===== src/rtl/ace_vram_arbiter.sv =====
// ace_vram_arbiter
//   Single-port BRAM arbiter for the Ace screen/character RAM (clkram domain).
//   Video fetches have absolute priority and a fixed three-stage latency; the
//   Z80 side runs a small FSM and is stalled through cpu_wait until its access
//   has been acknowledged.
//
// Ports
//   clk, reset                 arbiter/BRAM clock, synchronous active-high reset
//   vid_req/vid_addr           single-cycle video fetch request and address
//   vid_data/vid_valid         fetched byte, valid for one cycle (req edge + 3)
//   cpu_req/cpu_we/cpu_addr/cpu_wdata
//                              level CPU request, held stable until cpu_ack
//   cpu_rdata/cpu_ack          read data and one-cycle completion pulse
//   cpu_wait                   cpu_req & ~cpu_ack, to Z80 WAIT logic
//   mem_addr/mem_we/mem_wdata  registered BRAM port controls
//   mem_rdata                  BRAM read data, one cycle after mem_addr
//
// Optional feature
//   ACE_ARB_STATS_EN: adds output stall_count[15:0], a saturating count of
//   cycles in which a waiting CPU lost the slot to video.
module ace_vram_arbiter #(
  parameter int ADDR_W = 10,
  parameter int DATA_W = 8
) (
  input  logic              clk,
  input  logic              reset,
  input  logic              vid_req,
  input  logic [ADDR_W-1:0] vid_addr,
  output logic [DATA_W-1:0] vid_data,
  output logic              vid_valid,
  input  logic              cpu_req,
  input  logic              cpu_we,
  input  logic [ADDR_W-1:0] cpu_addr,
  input  logic [DATA_W-1:0] cpu_wdata,
  output logic [DATA_W-1:0] cpu_rdata,
  output logic              cpu_ack,
  output logic              cpu_wait,
  output logic [ADDR_W-1:0] mem_addr,
  output logic              mem_we,
  output logic [DATA_W-1:0] mem_wdata,
  input  logic [DATA_W-1:0] mem_rdata
`ifdef ACE_ARB_STATS_EN
  ,
  output logic [15:0]       stall_count
`endif
);

  localparam logic [1:0] C_IDLE  = 2'd0;
  localparam logic [1:0] C_ISSUE = 2'd1;
  localparam logic [1:0] C_READ  = 2'd2;
  localparam logic [1:0] C_ACK   = 2'd3;

  logic [1:0] cpu_state;
  logic       cpu_is_wr;
  // vid_p1: address on the BRAM port; vid_p2: BRAM data for that fetch on mem_rdata
  logic       vid_p1;
  logic       vid_p2;
  logic       cpu_grant;

  assign cpu_grant = ~vid_req & cpu_req & (cpu_state == C_IDLE);
  assign cpu_wait  = cpu_req & ~cpu_ack;

  always_ff @(posedge clk) begin
    if (reset) begin
      cpu_state <= C_IDLE;
      cpu_is_wr <= 1'b0;
      vid_p1    <= 1'b0;
      vid_p2    <= 1'b0;
      vid_valid <= 1'b0;
      vid_data  <= '0;
      cpu_rdata <= '0;
      cpu_ack   <= 1'b0;
      mem_addr  <= '0;
      mem_we    <= 1'b0;
      mem_wdata <= '0;
    end else begin
      vid_p1    <= vid_req;
      vid_p2    <= vid_p1;
      vid_valid <= vid_p2;
      if (vid_p2) vid_data <= mem_rdata;

      mem_we  <= 1'b0;
      cpu_ack <= 1'b0;
      if (vid_req) begin
        mem_addr <= vid_addr;
      end else if (cpu_grant) begin
        mem_addr  <= cpu_addr;
        mem_we    <= cpu_we;
        mem_wdata <= cpu_wdata;
      end

      // Once granted, the CPU sequence runs to completion; video only
      // competes for the address port, which the BRAM has already sampled.
      case (cpu_state)
        C_IDLE: begin
          if (cpu_grant) begin
            cpu_state <= C_ISSUE;
            cpu_is_wr <= cpu_we;
          end
        end
        C_ISSUE: cpu_state <= C_READ;
        C_READ: begin
          if (!cpu_is_wr) cpu_rdata <= mem_rdata;
          cpu_ack   <= 1'b1;
          cpu_state <= C_ACK;
        end
        default: cpu_state <= C_IDLE;
      endcase
    end
  end

`ifdef ACE_ARB_STATS_EN
  always_ff @(posedge clk) begin
    if (reset) begin
      stall_count <= '0;
    end else if (cpu_wait && vid_req && (stall_count != 16'hFFFF)) begin
      stall_count <= stall_count + 16'd1;
    end
  end
`endif

endmodule


===== config.mk =====
export PLATFORM = sky130hd
export DESIGN_NAME = ace_vram_arbiter
export DESIGN_NICKNAME = d
export VERILOG_FILES = /design/src/rtl/ace_vram_arbiter.sv
export SDC_FILE = /design/constraint.sdc
export NUM_CORES = 1
export LEC_CHECK = 0
export CORE_ASPECT_RATIO = 2
export CORE_MARGIN = 2
export CORE_UTILIZATION = 40
export DETAILED_ROUTE_END_ITERATION = 12
export DONT_BUFFER_PORTS = 1
export PLACE_DENSITY = 0.57
export SETUP_SLACK_MARGIN = 0.4
export SYNTH_ARGS = -nofsm -noshare
export SYNTH_HDL_FRONTEND = slang
export SYNTH_SLANG_ARGS = --single-unit

===== constraint.sdc =====
create_clock -name clk -period 1.8 [get_ports clk]
set_clock_uncertainty 0.2 [all_clocks]
set_input_delay 0.36 -clock clk [delete_from_list [all_inputs] [get_ports clk]]
set_output_delay 0.36 -clock clk [all_outputs]
set_load 0.01 [all_outputs]

==> summary.txt <==
worst slew pin tran: 0.704 ns
gr usage total: 0.166
Antenna Cells: 0
CTS Buf Count: 5
RSZ-0062 raised after global routing: yes
Post-DRT Antenna Nets: 0
Fin. Hold Viols: 41
Fmax: 689 MHz
Ports: 79
Layout area overhead: 19.1%
die height: 94.9 µm
H-tree depth: 2
WHS: -0.0714 ns
outcome: complete, but fails checks
DR iter-0 viols: 17
total power: 2.64 mW
Slowest-stage cell, CP: dfxtp_2
initial antenna violation count: 0
# DRC: 0
cell area after synthesis: 1650 µm²
die width: 49.5 µm
final setup TNS: 0 ns
largest net degree at the start of global routing: 44
cells after synthesis: 178
critical path class: flip-flop to flip-flop
MaxCap Viol Count: 0
Final min period: 1.45 ns
synth warn: 0
Syn Area/Cell: 9.29 µm²
leading area contributor after synthesis: dfxtp_1
synth unique cells: 24
DR vias/cell: 5.41
DPL Wire Length: 2530 µm
post-synth top area share: 0.509
Die Footprint: 4690 µm²
area occupied by multi-input gates: 835 µm²
Detailed Route WL: 3940 µm
Starting Density: 0.408
clock sink count: 42
Final setup viols: 0
via count: 1,293
Arr. time, crit path: 1.45 ns
CP peak stage delay: 0.36 ns
Worst setup EP type: flip-flop
CP cell instances: inv_4, ha_4, buf_6, nand2_4, nand2_1, a311oi_2
Clock Latency Late Sink: 0.29 ns
Post-synth ARST share: 0
worst vdd ir: 0.000853 V
# rows: 33
register bit total from synthesis: 42
Slew Limit Fails: 0
cts hold-fix bufs: 1
DR pass1 iterations: 4
synth top area cells: dfxtp_1 51%, mux2i_1 9.7%, nor2_1 6.6%
Root Driver: clkbuf_8
failing checks: hold timing
HP Class: primary input to flip-flop
CTS tree: done
Final nets: 229
sequential area share after synthesis: 0.509
worst-path fanout max: 6
core area: 4050 µm²
Synth Flop Type: dfxtp_1
cell with the most instances after synthesis: dfxtp_1
Setup crit start kind: flip-flop
Post-synth EDFFs: 0
GRT overflow: 0
vias in the first global route: 1,303
global-route wire length before repair: 5880 µm
Max Root-Sink Buffers: 2
# fillers: 422
global placer's final weighted congestion: 0.731
clock slew at reported path FFs: 0.08 ns
reg2reg setup slack: 0.35 ns
WL per Instance: 16.5 µm
Syn Nets: 221
PD cells: 1340 nW/µm²
Register Area: 845 µm²
period utilisation layout: 0.806
layout cells sized above 1: 0.257
Worst slew margin: 0.530
P_leak: 0.723 nW
synth cell count leaders: 42 x dfxtp_1, 29 x nor2_1, 28 x nand2_1
Crit path required time: 1.80 ns
IO buf count: 0
==> sequential cells by signal, summed over array words and instances (netlist names) <==
signal,cells
cpu_ack,1
cpu_is_wr,1
cpu_rdata,8
cpu_state,2
mem_addr,10
mem_wdata,8
mem_we,1
vid_data,8
vid_p1,1
vid_p2,1
vid_valid,1
==> layout by cell type, fill, tap and decap left out, drive strengths merged <==
cell / instances
dfxtp: 42
nand2: 30
nor2: 29
mux2i: 16
buf: 12
nand3: 10
a311oi: 10
a21oi: 9
clkbuf: 7
nor2b: 6
inv: 4
and3b: 2
ha: 2
nand3b: 1
and2b: 1
a211oi: 1
nor3b: 1
o21ai: 1
o41ai: 1
clkinv: 1
dlygate4sd3: 1
==> kinds of logic (layout without fill, tap and decap cells) <==
| logic type | count (synthesis) | count (layout) | share of synthesized area |
|---|---|---|---|
| fa+ha+maj | 2 | 2 | 0.0151 |
| mux | 16 | 16 | 0.0969 |
| compound gates | 22 | 22 | 0.0999 |
| buf+inv | 18 | 25 | 0.0719 |
| flops | 42 | 42 | 0.509 |
| simple gates | 78 | 80 | 0.207 |
==> what timing repair did <==
action / CTS / global route
hold endpoints to repair: 42 / 41
cloned: 2 / 0
gates resized for setup: 21 / 14
setup buffers: 10 / 0
setup endpoints to repair: 31 / 30
pin swaps: 4 / 9
==> layer usage <==
metal	vias to the layer above	global-route usage	wire length, µm
met3	6	0.0538	268
li1	611	-	-
met2	66	0.327	2290
met1	610	0.147	1330
met5	-	0	0
met4	0	0.0787	63
==> where the power goes <==
group	leakage, nW	total, mW	internal [mW]	switching, mW
sequential	0.345	1.17	1.05	0.123
clock	0.0482	0.602	0.309	0.293
combinational	0.330	0.873	0.444	0.429
total	0.723	2.64	1.80	0.845
==> critical path: cells and delay by family (launching register included) <==
kind | cells | cell delay, ns
AOI/OAI and AO/OA | 1 | 0.27
adders and majority gates | 1 | 0.17
buffers and inverters | 2 | 0.19
DFF | 1 | 0.36
and+or+nand+nor | 2 | 0.17
==> final cells by class <==
type	instances	area share
inverters	4	0.00890
multi-input cells	120	0.424
clock inverters	1	0.00254
well taps	52	0.0331
clock buffers	7	0.0439
repair buffers	13	0.0585
flip-flops and latches	42	0.429
==> metrics by stage <==
stage / setup WS, ns / instances / hold WS [ns] / area (µm²) / util
floorplan: 0.422 / 178 / 0.214 / 1660 / -
global placement: 0.223 / 218 / 0.221 / 1630 / 0.403
detailed placement: 0.131 / 218 / 0.227 / 1630 / 0.403
CTS: 0.370 / 239 / -0.0879 / 1910 / 0.472
global route: 0.280 / 239 / -0.0928 / 1970 / 0.486
finish: 0.349 / 239 / -0.0714 / 1970 / 0.486
==> worst paths after layout <==
path           startpoint            to  cells after the start
min reg2reg  mem_wdata[6]  mem_wdata[6]                      2
max          cpu_state[0]   mem_addr[9]                      6
min                 reset  cpu_state[0]                      1
max reg2reg  cpu_state[0]   mem_addr[9]                      6
No activity file was read; power rests on OpenSTA's default activity.
